`config.mk`:
```
export PLATFORM = sky130hd
export DESIGN_NAME = tsv_repair_ctrl
export DESIGN_NICKNAME = d
export VERILOG_FILES = /design/src/rtl/tsv_repair_ctrl_pkg.sv /design/src/rtl/tsv_popcount.sv /design/src/rtl/tsv_repair_ctrl.sv
export SDC_FILE = /design/constraint.sdc
export NUM_CORES = 1
export LEC_CHECK = 0
export ABC_AREA = 0
export BUFFER_PORTS_ARGS = -buffer_cell sky130_fd_sc_hd__buf_2
export CAP_MARGIN = 20
export CORE_AREA = 5 5 68 95
export DETAILED_ROUTE_END_ITERATION = 7
export DIE_AREA = 0 0 73 100
export PLACE_DENSITY = 0.74
export REMOVE_ABC_BUFFERS = 1
export SLEW_MARGIN = 20
export SYNTH_ARGS = -nofsm -noshare
export SYNTH_HDL_FRONTEND = slang
export SYNTH_SLANG_ARGS = --single-unit
export TNS_END_PERCENT = 10
```
`constraint.sdc`:
```
create_clock -name clk -period 3.2 [get_ports clk]
set_clock_uncertainty 0.2 [all_clocks]
set_input_delay 0.16 -clock clk [delete_from_list [all_inputs] [get_ports clk]]
set_output_delay 0.16 -clock clk [all_outputs]
set_load 0.005 [all_outputs]
```
`src/rtl/tsv_repair_ctrl_pkg.sv`:
```
// tsv_repair_ctrl_pkg: shared constants and FSM encoding for the FNS TSV-repair sequencer.
package tsv_repair_ctrl_pkg;
    localparam int FNS_X          = 2;
    localparam int FNS_Y          = 7;
    localparam int DEF_N_TSV      = FNS_X + FNS_Y;
    localparam int DEF_SETTLE_CYC = 2;
    localparam int DEF_MIN_EN     = 7;
    localparam int DEF_CNT_W      = 4;

    typedef enum logic [2:0] {
        S_IDLE,
        S_SCAN,
        S_APPLY,
        S_CHECK,
        S_CFG,
        S_DONE,
        S_FAIL
    } state_t;
endpackage

```
`src/rtl/tsv_popcount.sv`:
```
// tsv_popcount: combinational population count of an N-bit flag vector.
module tsv_popcount #(
    parameter int N = 9,
    parameter int W = 4
) (
    input  logic [N-1:0] i_vec,
    output logic [W-1:0] o_cnt
);
    always_comb begin
        o_cnt = '0;
        for (int i = 0; i < N; i++) o_cnt = o_cnt + W'(i_vec[i]);
    end
endmodule

```
`src/rtl/tsv_repair_ctrl.sv`:
```
// tsv_repair_ctrl: scans BIST fault flags into a sticky map, drives the external FNS
// adder chain, validates its enable vector and hands it to the link codec.
module tsv_repair_ctrl
    import tsv_repair_ctrl_pkg::*;
#(
    parameter int N_TSV      = DEF_N_TSV,
    parameter int SETTLE_CYC = DEF_SETTLE_CYC,
    parameter int MIN_EN     = DEF_MIN_EN,
    parameter int CNT_W      = DEF_CNT_W
) (
    input  logic             clk,
    input  logic             rst_n,
    input  logic             i_start,
    input  logic             i_clear_faults,
    input  logic             i_scan_bit,
    input  logic             i_scan_valid,
    output logic             o_scan_ready,
    output logic [N_TSV-1:0] o_f_flag,
    input  logic [N_TSV-1:0] i_en_flag_in,
    output logic [N_TSV-1:0] o_en_flag_cfg,
    output logic             o_cfg_valid,
    input  logic             i_cfg_ready,
    output logic             o_busy,
    output logic [CNT_W-1:0] o_en_count,
    output logic             o_repair_ok,
    output logic             o_repair_fail
);
    state_t             r_state;
    logic [N_TSV-1:0]   r_map, r_f_flag, r_en_cfg;
    logic [CNT_W-1:0]   r_cnt, r_en_count;
    logic [3:0]         r_settle;
    logic               r_scan_ready, r_cfg_valid, r_busy, r_ok, r_fail, r_err, r_decide;
    logic               w_beat, w_last;
    logic [N_TSV-1:0]   w_map_nxt;
    logic [CNT_W-1:0]   w_pop;

    tsv_popcount #(.N(N_TSV), .W(CNT_W)) u_pop (.i_vec(i_en_flag_in), .o_cnt(w_pop));

    assign w_beat    = i_scan_valid & r_scan_ready;
    assign w_last    = r_cnt == CNT_W'(N_TSV - 1);
    assign w_map_nxt = r_map | (N_TSV'(i_scan_bit) << r_cnt);

    // CHECK spends one cycle capturing and one deciding from the captured values
    always_ff @(posedge clk or negedge rst_n) begin
        if (!rst_n) begin
            r_state      <= S_IDLE;
            r_map        <= '0;
            r_f_flag     <= '0;
            r_en_cfg     <= '0;
            r_cnt        <= '0;
            r_en_count   <= '0;
            r_settle     <= '0;
            r_scan_ready <= 1'b0;
            r_cfg_valid  <= 1'b0;
            r_busy       <= 1'b0;
            r_ok         <= 1'b0;
            r_fail       <= 1'b0;
            r_err        <= 1'b0;
            r_decide     <= 1'b0;
        end else begin
            case (r_state)
                S_IDLE, S_DONE, S_FAIL: begin
                    if (i_clear_faults) r_map <= '0;
                    if (i_start) begin
                        r_state      <= S_SCAN;
                        r_cnt        <= '0;
                        r_ok         <= 1'b0;
                        r_fail       <= 1'b0;
                        r_scan_ready <= 1'b1;
                        r_busy       <= 1'b1;
                    end
                end
                S_SCAN: if (w_beat) begin
                    r_map <= w_map_nxt;
                    r_cnt <= w_last ? '0 : r_cnt + 1'b1;
                    if (w_last) begin
                        r_state      <= S_APPLY;
                        r_scan_ready <= 1'b0;
                        r_f_flag     <= w_map_nxt;
                        r_settle     <= '0;
                    end
                end
                S_APPLY: begin
                    r_settle <= r_settle + 1'b1;
                    if (r_settle == 4'(SETTLE_CYC - 1)) r_state <= S_CHECK;
                end
                S_CHECK: begin
                    r_decide <= !r_decide;
                    if (!r_decide) begin
                        r_en_cfg   <= i_en_flag_in;
                        r_en_count <= w_pop;
                        r_err      <= |(i_en_flag_in & r_f_flag);
                    end else if (r_err || r_en_count < CNT_W'(MIN_EN)) begin
                        r_state <= S_FAIL;
                        r_fail  <= 1'b1;
                        r_busy  <= 1'b0;
                    end else begin
                        r_state     <= S_CFG;
                        r_cfg_valid <= 1'b1;
                    end
                end
                S_CFG: if (i_cfg_ready) begin
                    r_state     <= S_DONE;
                    r_cfg_valid <= 1'b0;
                    r_ok        <= 1'b1;
                    r_busy      <= 1'b0;
                end
                default: r_state <= S_IDLE;
            endcase
        end
    end

    assign o_scan_ready  = r_scan_ready;
    assign o_f_flag      = r_f_flag;
    assign o_en_flag_cfg = r_en_cfg;
    assign o_cfg_valid   = r_cfg_valid;
    assign o_busy        = r_busy;
    assign o_en_count    = r_en_count;
    assign o_repair_ok   = r_ok;
    assign o_repair_fail = r_fail;
endmodule

```
Word-level counts from Yosys, hierarchy flattened
Index checks and enable logic that the tools add are counted.
Widths: inputs -> output; s select.
{"block": "word_totals", "regBits": 49, "in_bits": 16, "output_inout_bits": 27, "elab_cells": 104}
{"block": "classes", "n_addsub": 10, "magnitude_cmp": 1, "eq_ne": 17, "shifts": 1, "muxes": 35, "bitwise_logic": 4, "reduce_logical": 22}
{"operator": "$add 4x1->4", "n": 7}
{"operator": "$mux 4", "n": 5}
{"operator": "$mux 3", "n": 6}
{"operator": "$mux 9", "n": 2}
{"operator": "$ne 2x2->1 const B", "n": 9}
{"operator": "$pmux 9 s2", "n": 1}
{"operator": "$pmux 4 s2", "n": 2}
{"operator": "$pmux 3 s5", "n": 1}
{"operator": "$reduce_and 3->1", "n": 5}
{"operator": "$mux 1", "n": 12}
{"operator": "$reduce_and 4->1", "n": 3}
{"operator": "$reduce_bool 2->1", "n": 5}
{"operator": "$and 9x9->9", "n": 1}
{"operator": "$eq 3x3->1 const B", "n": 3}
{"operator": "$or 9x9->9", "n": 1}
{"operator": "$reduce_or 9->1", "n": 1}
{"operator": "$shl 1x4->9", "n": 1}
{"operator": "$add 4x1->4 const B", "n": 2}
{"operator": "$pmux 1 s2", "n": 4}
{"operator": "$eq 3x2->1 const B", "n": 2}
{"operator": "$reduce_and 6->1", "n": 1}
{"operator": "$reduce_and 5->1", "n": 1}
{"operator": "$eq 4x1->1 const B", "n": 1}
{"operator": "$eq 4x4->1 const B", "n": 1}
{"operator": "13 further kinds", "n": 13}

Logic depth before layout (Yosys ltp)
Gate-level depths: netlist of run 1.
{"block": "depth", "depth_word": 8, "mapped_depth": 10, "mapped_depth_nobuf": 10}

Hierarchy
Synthesis of run 1 repeated with hierarchy kept, for this count alone.
{"block": "unflattened", "cells_unflattened": 245, "area_unflattened_um2": 2616.3}
{"module": "tsv_repair_ctrl", "instances": 1, "cells_per_inst": 220, "area_each_um2": 2404.8}
{"module": "tsv_popcount", "instances": 1, "cells_per_inst": 25, "area_each_um2": 211.5}

Worst setup path before layout of run 1
OpenSTA, ideal clock, no wires.
{"block": "synth_timing", "kind": "input to register", "startpoint": "input i_en_flag_in[0]", "endpoint": "register r_en_count[1], in the netlist o_en_count[1]", "setup_ns": 0.125, "t_arrival_ns": 2.729, "required_ns": 2.875, "path_slack_ns": 0.146, "cell_stages": 9, "path_buffers": 0, "path_cell_list": "ha_1 -> inv_1 -> fa_1 -> fa_1 -> fa_1 -> inv_1 -> ha_1 -> fa_1 -> mux2_2"}
{"block": "synth_between", "elab_chain_len": 8}
{"element": "from (decl)", "line_no": "tsv_repair_ctrl.sv:19", "text": "input logic [N_TSV-1:0] i_en_flag_in,"}
{"element": "$add 1x1->2", "line_no": "tsv_popcount.sv:11", "text": "for (int i = 0; i < N; i++) o_cnt = o_cnt + W'(i_vec[i]);"}
{"element": "$add 4x1->4 (7 in series)", "line_no": "tsv_popcount.sv:11"}
{"element": "via u_pop.o_cnt[1]", "line_no": "tsv_popcount.sv:7", "text": "output logic [W-1:0] o_cnt"}
{"element": "to (signal assigned)", "line_no": "tsv_repair_ctrl.sv:91", "text": "r_en_count <= w_pop;"}
{"element": "to (decl)", "line_no": "tsv_repair_ctrl.sv:30", "text": "logic [CNT_W-1:0] r_cnt, r_en_count;"}
The timed path passes the listed nets, and every way through them passes these cells.
A chain may end at the register's enable or synchronous reset.

Worst setup path in the final report of run 1
Ends and elaborated chain as after synthesis.

==> summary.txt, run 1 <==
Die Wd: 73 um
startpoint types: primary input
Initial Utilization: 48.39%
H-tree Lvls: 2
area share of the leading cell type in the synthesized netlist: 46.53%
GPL Wtd Cong: 0.7490
vias in the first global route: 2041
Storage cell area: 0.001226 mm2
Total GRT Usage: 16.01%
Rows: 32
drt pass-1 iters: 4
flop-to-flop setup slack: 0.88 ns
clock root cell: clkbuf_8
Multi-input gate area: 0.001274 mm2
Final Max Tran Viols: 0
reg2reg start: r_state[2]$_DFFE_PN0P_
Peak Freq: 339.4 MHz
later-pin clock latency in the skew report: 0.30 ns
PwrDens: 853.7 mW/mm2
# DRC: 0
Pleak: 1.473 nW
dpl hpwl: 4020 um
sequential cell area fraction in the yosys report: 46.53%
layout net count: 338
Mapped Cells: 255
number of synthesized flops with an enable pin: 0
Finished Core Util: 56.87%
share of layout cells above drive strength 1: 24.68%
CP Max Fanout: 2
r2r endpoint: r_cnt[3]$_DFFE_PN0P_
Core Region: 0.005445 mm2
FILL cells: 513
prevailing post-synth register cell: dfrtp_1
antenna violations before repair: 0
asr flop ratio synth: 100.0%
syn_area_per_cell: 10.33 um2
Hold Fails Final Rpt: 0
synthesized flop and latch total: 49
number of max-cap violations: 0
Tcrit/Tclk final: 92.06%
RSZ-0062 raised after global routing: no
Final min period: 2.946 ns
Synth warnings: 0
HP Class: in2reg
Post-CTS Hold Buffers: 10
CP Capture Type: flop
commonest non-fill, non-tap cell in the layout: dfrtp_1
DR iter-0 viols: 62
Setup crit start: i_en_flag_in[0]
Clock Path Buffers: 2
synth unique cells: 54
Syn Std Cell Area: 0.002635 mm2
Routed WL: 5493 um
clock sink count: 49
slew margin rel.: 53.26%
Die Ht: 100 um
Via density: 5.426
TritonCTS Buffers: 5
PnR worst setup slack: 0.2540 ns
Final Power: 2.644 mW
largest area contributor in the netlist: dfrtp_1
input/output buffers: 42
Antenna diodes: 0
die area: 0.007300 mm2
Worst Path Required: 3.20 ns
Peak VDD IR: 0.3520 mV
Worst R2R Path Depth: 4
WL/cell: 14.61 um
Crit path arrival time: 2.94 ns
Worst-Margin Slew: 0.7003 ns
DRT antenna net count: 0
via count: 2040
# setup viols final: 0
first-pass GRT wire length: 9280 um
Post-CTS Setup Repair Bufs: 0
Clock Pin Slew Worst Setup and Hold Paths: 0.09 ns
Place WS: -0.07548 ns
top post-synthesis cells by area: dfrtp_1 47%, mux2_2 6.4%, ha_1 4.7%
worst setup path end: o_en_count[1]$_DFFE_PN0P_
IO Pins: 43
GRT overflow: 0
crit path kind: in2reg
commonest cells after routing, fill and taps aside: 49 x dfrtp_1, 41 x buf_2, 27 x nor2_1, 24 x a21oi_1, 17 x inv_1
CTS resizes: 0
largest net degree at the start of global routing: 50
status: complete, no violations
Synth-to-Final Area Change: 17.52%
CTS tree: built
==> final cells by class <==
cell class                      count  share of cell area [%]
Tap cell                           68                   2.747
Timing Repair Buffer               56                   11.07
Clock buffer                        7                   3.111
Clock inverter                      1                  0.1616
Inverter                           18                   2.182
Multi-Input combinational cell    177                   41.13
Sequential cell                    49                   39.60
==> metrics by stage <==
step	TNS, ns	std cells	area [um2]	hold slack (ns)
after global placement	-0.007867	358	2893	0.2038
after global routing	0	376	3097	0.02952
final	0	376	3097	0.01726
after CTS	0	376	3094	0.007007
after floorplan	0	244	2567	-0.3356
after detailed placement	-0.07548	358	2893	0.2028
==> kinds of logic after synthesis <==
kind of cell	share of synthesized area [%]
AOI/OAI and AO/OA	16.33
xor gates and xnor gates	0.9973
adders and majority gates	8.547
buffers and inverters	5.127
DFF	46.53
muxes	7.930
and+or+nand+nor	14.53
==> worst max-delay path, cell delays in order <==
cell	delay, ns
buf_2	0.11
ha_1	0.26
inv_1	0.04
fa_1	0.50
fa_1	0.43
fa_1	0.49
inv_1	0.04
ha_1	0.20
fa_1	0.44
mux2_2	0.27
==> synthesized netlist by cell type, types with 2 or more instances <==
cell type,instances
a21o_1,2
a21oi_1,24
a22o_1,3
a22oi_1,3
a31oi_1,5
and3_1,3
and3b_1,3
buf_2,3
buf_6,3
clkbuf_1,4
dfrtp_1,49
fa_1,5
ha_1,10
inv_1,17
mux2_2,15
mux2i_1,4
nand2_1,16
nand3_1,3
nand4_1,2
nor2_1,27
nor2_2,2
nor2b_1,3
nor3_1,6
o211ai_1,2
o21ai_0,7
o2bb2ai_1,4
or3_1,2
xnor2_1,2
==> worst min path at each step <==
stage	to	slack, ns	start	cells past startpoint
2_1_floorplan	o_busy$_DFFE_PN0P_	-0.34	rst_n	0
3_3_place_gp	o_cfg_valid$_DFFE_PN0P_	0.20	i_cfg_ready	2
3_5_place_dp	o_cfg_valid$_DFFE_PN0P_	0.20	i_cfg_ready	2
4_1_cts	o_en_flag_cfg[0]$_DFFE_PN0P_	0.007	i_en_flag_in[0]	3
5_1_grt	o_en_flag_cfg[0]$_DFFE_PN0P_	0.03	i_en_flag_in[0]	3
6_report	o_en_flag_cfg[0]$_DFFE_PN0P_	0.02	i_en_flag_in[0]	3
==> power breakdown <==
part | switching, mW | internal, mW | total (mW)
clock | 0.197 | 0.196 | 0.393
sequential | 0.250 | 0.873 | 1.12
combinational | 0.569 | 0.559 | 1.13
==> layer usage <==
layer  global-route usage, %  share of wire, %  vias to the layer above
li1                        -                 -                     1010
met1                   19.52                43                      986
met2                   27.71                52                       36
met3                   2.705               3.8                        8
met4                   6.108               2.0                        0
met5                       0                 0                        -
==> registers in the layout, indices dropped and copies added (netlist names) <==
| signal | count |
|---|---|
| o_repair_ok | 1 |
| r_cnt | 4 |
| o_busy | 1 |
| o_en_flag_cfg | 9 |
| r_state | 3 |
| r_settle | 4 |
| o_cfg_valid | 1 |
| o_en_count | 4 |
| o_repair_fail | 1 |
| r_decide | 1 |
| r_map | 9 |
| r_err | 1 |
| o_scan_ready | 1 |
| o_f_flag | 9 |
No activity file was read; power rests on OpenSTA's default activity.
==> run 2: changes to the inputs <==
--- a/config.mk
+++ b/config.mk
@@ -11,7 +11,7 @@
 export CORE_AREA = 5 5 68 95
 export DETAILED_ROUTE_END_ITERATION = 7
 export DIE_AREA = 0 0 73 100
-export PLACE_DENSITY = 0.74
+export PLACE_DENSITY = 0.8
 export REMOVE_ABC_BUFFERS = 1
 export SLEW_MARGIN = 20
 export SYNTH_ARGS = -nofsm -noshare
==> summary.txt, run 2 (synthesized netlist as in run 1, its figures left out) <==
TritonCTS Buffers: 5 (unchanged)
Final Power: 2.739 mW (+3.6%)
# setup viols final: 0 (unchanged)
Net Switching: 1.051 mW (+3.4%)
logic gate share of total power: 42.0% (-0.7 points)
Hold Fails Final Rpt: 0 (unchanged)
GPL Wtd Cong: 0.8073 (+7.8%)
CTS resizes: 0 (unchanged)
design area: 0.003105 mm2 (+0.28%)
clock sink count: 49 (unchanged)
Storage cell area: 0.001226 mm2 (unchanged)
DRT antenna net count: 0 (unchanged)
crit-path most repeated cell: fa_1
Die Ht: 100 um (unchanged)
input/output buffers: 42 (unchanged)
drt pass-1 iters: 4 (unchanged)
hold depth: 4 (+1)
CP Capture Type: flop
Clock Path Buffers: 2 (unchanged)
Rows: 32 (unchanged)
PnR worst setup slack: 0.2366 ns (-0.01737 ns)
CP max stage cell: fa_1
Crit path arrival time: 2.96 ns (+0.02 ns)
CTS tree: built
clock root cell: clkbuf_8
dpl hpwl: 4266 um (+6.1%)
non-filler instance count after layout: 375 (-0.27%)
commonest non-fill, non-tap cell in the layout: dfrtp_1
H-tree Lvls: 2 (unchanged)
first-pass GRT wire length: 9535 um (+2.7%)
slew margin rel.: 50.67% (-2.6 points)
Total GRT Usage: 16.57% (+0.56 points)
CP Max Fanout: 2 (unchanged)
Initial Utilization: 48.39% (unchanged)
Clock Pin Slew Worst Setup and Hold Paths: 0.09 ns (about the same)
# DRC: 0 (unchanged)
status: complete, no violations
sw frac: 38.39% (-0.065 points)
number of max-cap violations: 0 (unchanged)
Worst-Margin Slew: 0.7391 ns (+0.03885 ns)
Final min period: 2.963 ns (+0.01737 ns)
HP Class: in2reg
antenna violations before repair: 0 (unchanged)
via count: 2052 (+0.59%)
Fin Hold WS: 0.007345 ns (-0.009915 ns)
IO Pins: 43 (unchanged)
Final Max Tran Viols: 0 (unchanged)
flop-to-flop setup slack: 0.86 ns (-0.02 ns)
Worst Path Required: 3.19 ns (about the same)
r2r endpoint: r_cnt[3]$_DFFE_PN0P_
layout net count: 337 (-0.30%)
die area: 0.007300 mm2 (unchanged)
Place WS: -0.08988 ns (-0.01440 ns)
post-placement cell area: 0.002893 mm2 (unchanged)
Antenna diodes: 0 (unchanged)
reg2reg start: r_state[2]$_DFFE_PN0P_
Routed WL: 5670 um (+3.2%)
WL/cell: 15.12 um (+3.5%)
PwrDens: 881.9 mW/mm2 (+3.3%)
Cell Int Power: 1.687 mW (+3.7%)
hold wc startpoint: i_scan_valid
Tcrit/Tclk final: 92.61% (+0.54 points)
max incr delay on CP: 0.49 ns (about the same)
sequential share of power: 41.3% (-1.2 points)
Critical path buffers and inverters: 3 (unchanged)
RSZ-0062 raised after global routing: no
Worst R2R Path Depth: 4 (unchanged)
Multi-input gate area: 0.001274 mm2 (unchanged)
critical-path cell list: buf_2 > ha_1 > inv_1 > fa_1 > fa_1 > fa_1 > inv_1 > ha_1 > fa_1 > mux2_2
Synth-to-Final Area Change: 17.85%
vias in the first global route: 2031 (-0.49%)
FILL cells: 479 (-6.6%)
Peak Freq: 337.5 MHz (-0.59%)
Die Wd: 73 um (unchanged)
commonest cells after routing, fill and taps aside: 49 x dfrtp_1, 41 x buf_2, 27 x nor2_1, 24 x a21oi_1, 17 x inv_1
DR iter-0 viols: 62 (unchanged)
Setup crit start: i_en_flag_in[0]
Peak VDD IR: 0.3475 mV (-1.3%)
startpoint types: primary input
Core Region: 0.005445 mm2 (unchanged)
Via density: 5.472 (+0.86%)
GRT overflow: 0 (unchanged)
largest net degree at the start of global routing: 50 (unchanged)
delay-heaviest family, CP: adder cells
crit path kind: in2reg
later-pin clock latency in the skew report: 0.30 ns (about the same)
hold endpoint: o_scan_ready$_DFFE_PN0P_
Cells after DPL: 358 (unchanged)
Pleak: 1.472 nW (about the same)
Clock power frac: 16.7% (+1.8 points)
share of layout cells above drive strength 1: 24.76% (+0.080 points)
run 2: worst max-delay path by stage:
stage / end / slack [ns] / depth (start not counted)
2_1_floorplan: o_en_count[1]$_DFFE_PN0P_ / 0.15 / 9
3_3_place_gp: o_en_count[1]$_DFFE_PN0P_ / -0.01 / 10
3_5_place_dp: o_en_count[1]$_DFFE_PN0P_ / -0.09 / 10
4_1_cts: o_en_count[1]$_DFFE_PN0P_ / 0.24 / 10
5_1_grt: o_en_count[1]$_DFFE_PN0P_ / 0.19 / 10
6_report: o_en_count[1]$_DFFE_PN0P_ / 0.24 / 10
run 2: metrics by stage:
| stage | utilization [%] | setup TNS, ns |
|---|---|---|
| after floorplan | - | 0 |
| after global placement | 53.13 | -0.01293 |
| after global routing | 57.03 | 0 |
| after CTS | 56.99 | 0 |
| after detailed placement | 53.13 | -0.1020 |
| final | 57.03 | 0 |
run 2: layer usage:
metal / vias up / routed length [um] / GRT usage, %
met5: - / 0 / 0
met1: 990 / 2262 / 19.73
met3: 10 / 208 / 3.006
li1: 1010 / - / -
met2: 42 / 3081 / 29.01
met4: 0 / 116 / 6.392
run 2: timing repair:
action | CTS | global route
endpoints found under the hold margin | 58 | 0
hold buffers | 9 | 0
setup buffers | 0 | 0
run 2: cell type report:
class	instances	area share, %
clock buffers	6	2.659
clock inverters	2	1.209
inverters	18	2.176
multi-input cells	177	41.02
flip-flops and latches	49	39.48
well taps	68	2.740
repair buffers	55	10.72
run 2: worst min-delay path, delay by kind of cell:
| kind | cells | cell delay, ns |
|---|---|---|
| AOI/OAI and AO/OA | 1 | 0.07 |
| buffers and inverters | 1 | 0.12 |
| and+or+nand+nor | 2 | 0.13 |
run 2: power groups by stage:
stage / sequential, mW / combinational [mW] / clock [mW]
2_1_floorplan: 1.11 / 0.727 / 0
3_3_place_gp: 1.12 / 1.11 / 0
3_5_place_dp: 1.14 / 1.16 / 0
4_1_cts: 1.13 / 1.17 / 0.471
5_1_grt: 1.17 / 1.30 / 0.490
6_report: 1.13 / 1.15 / 0.458
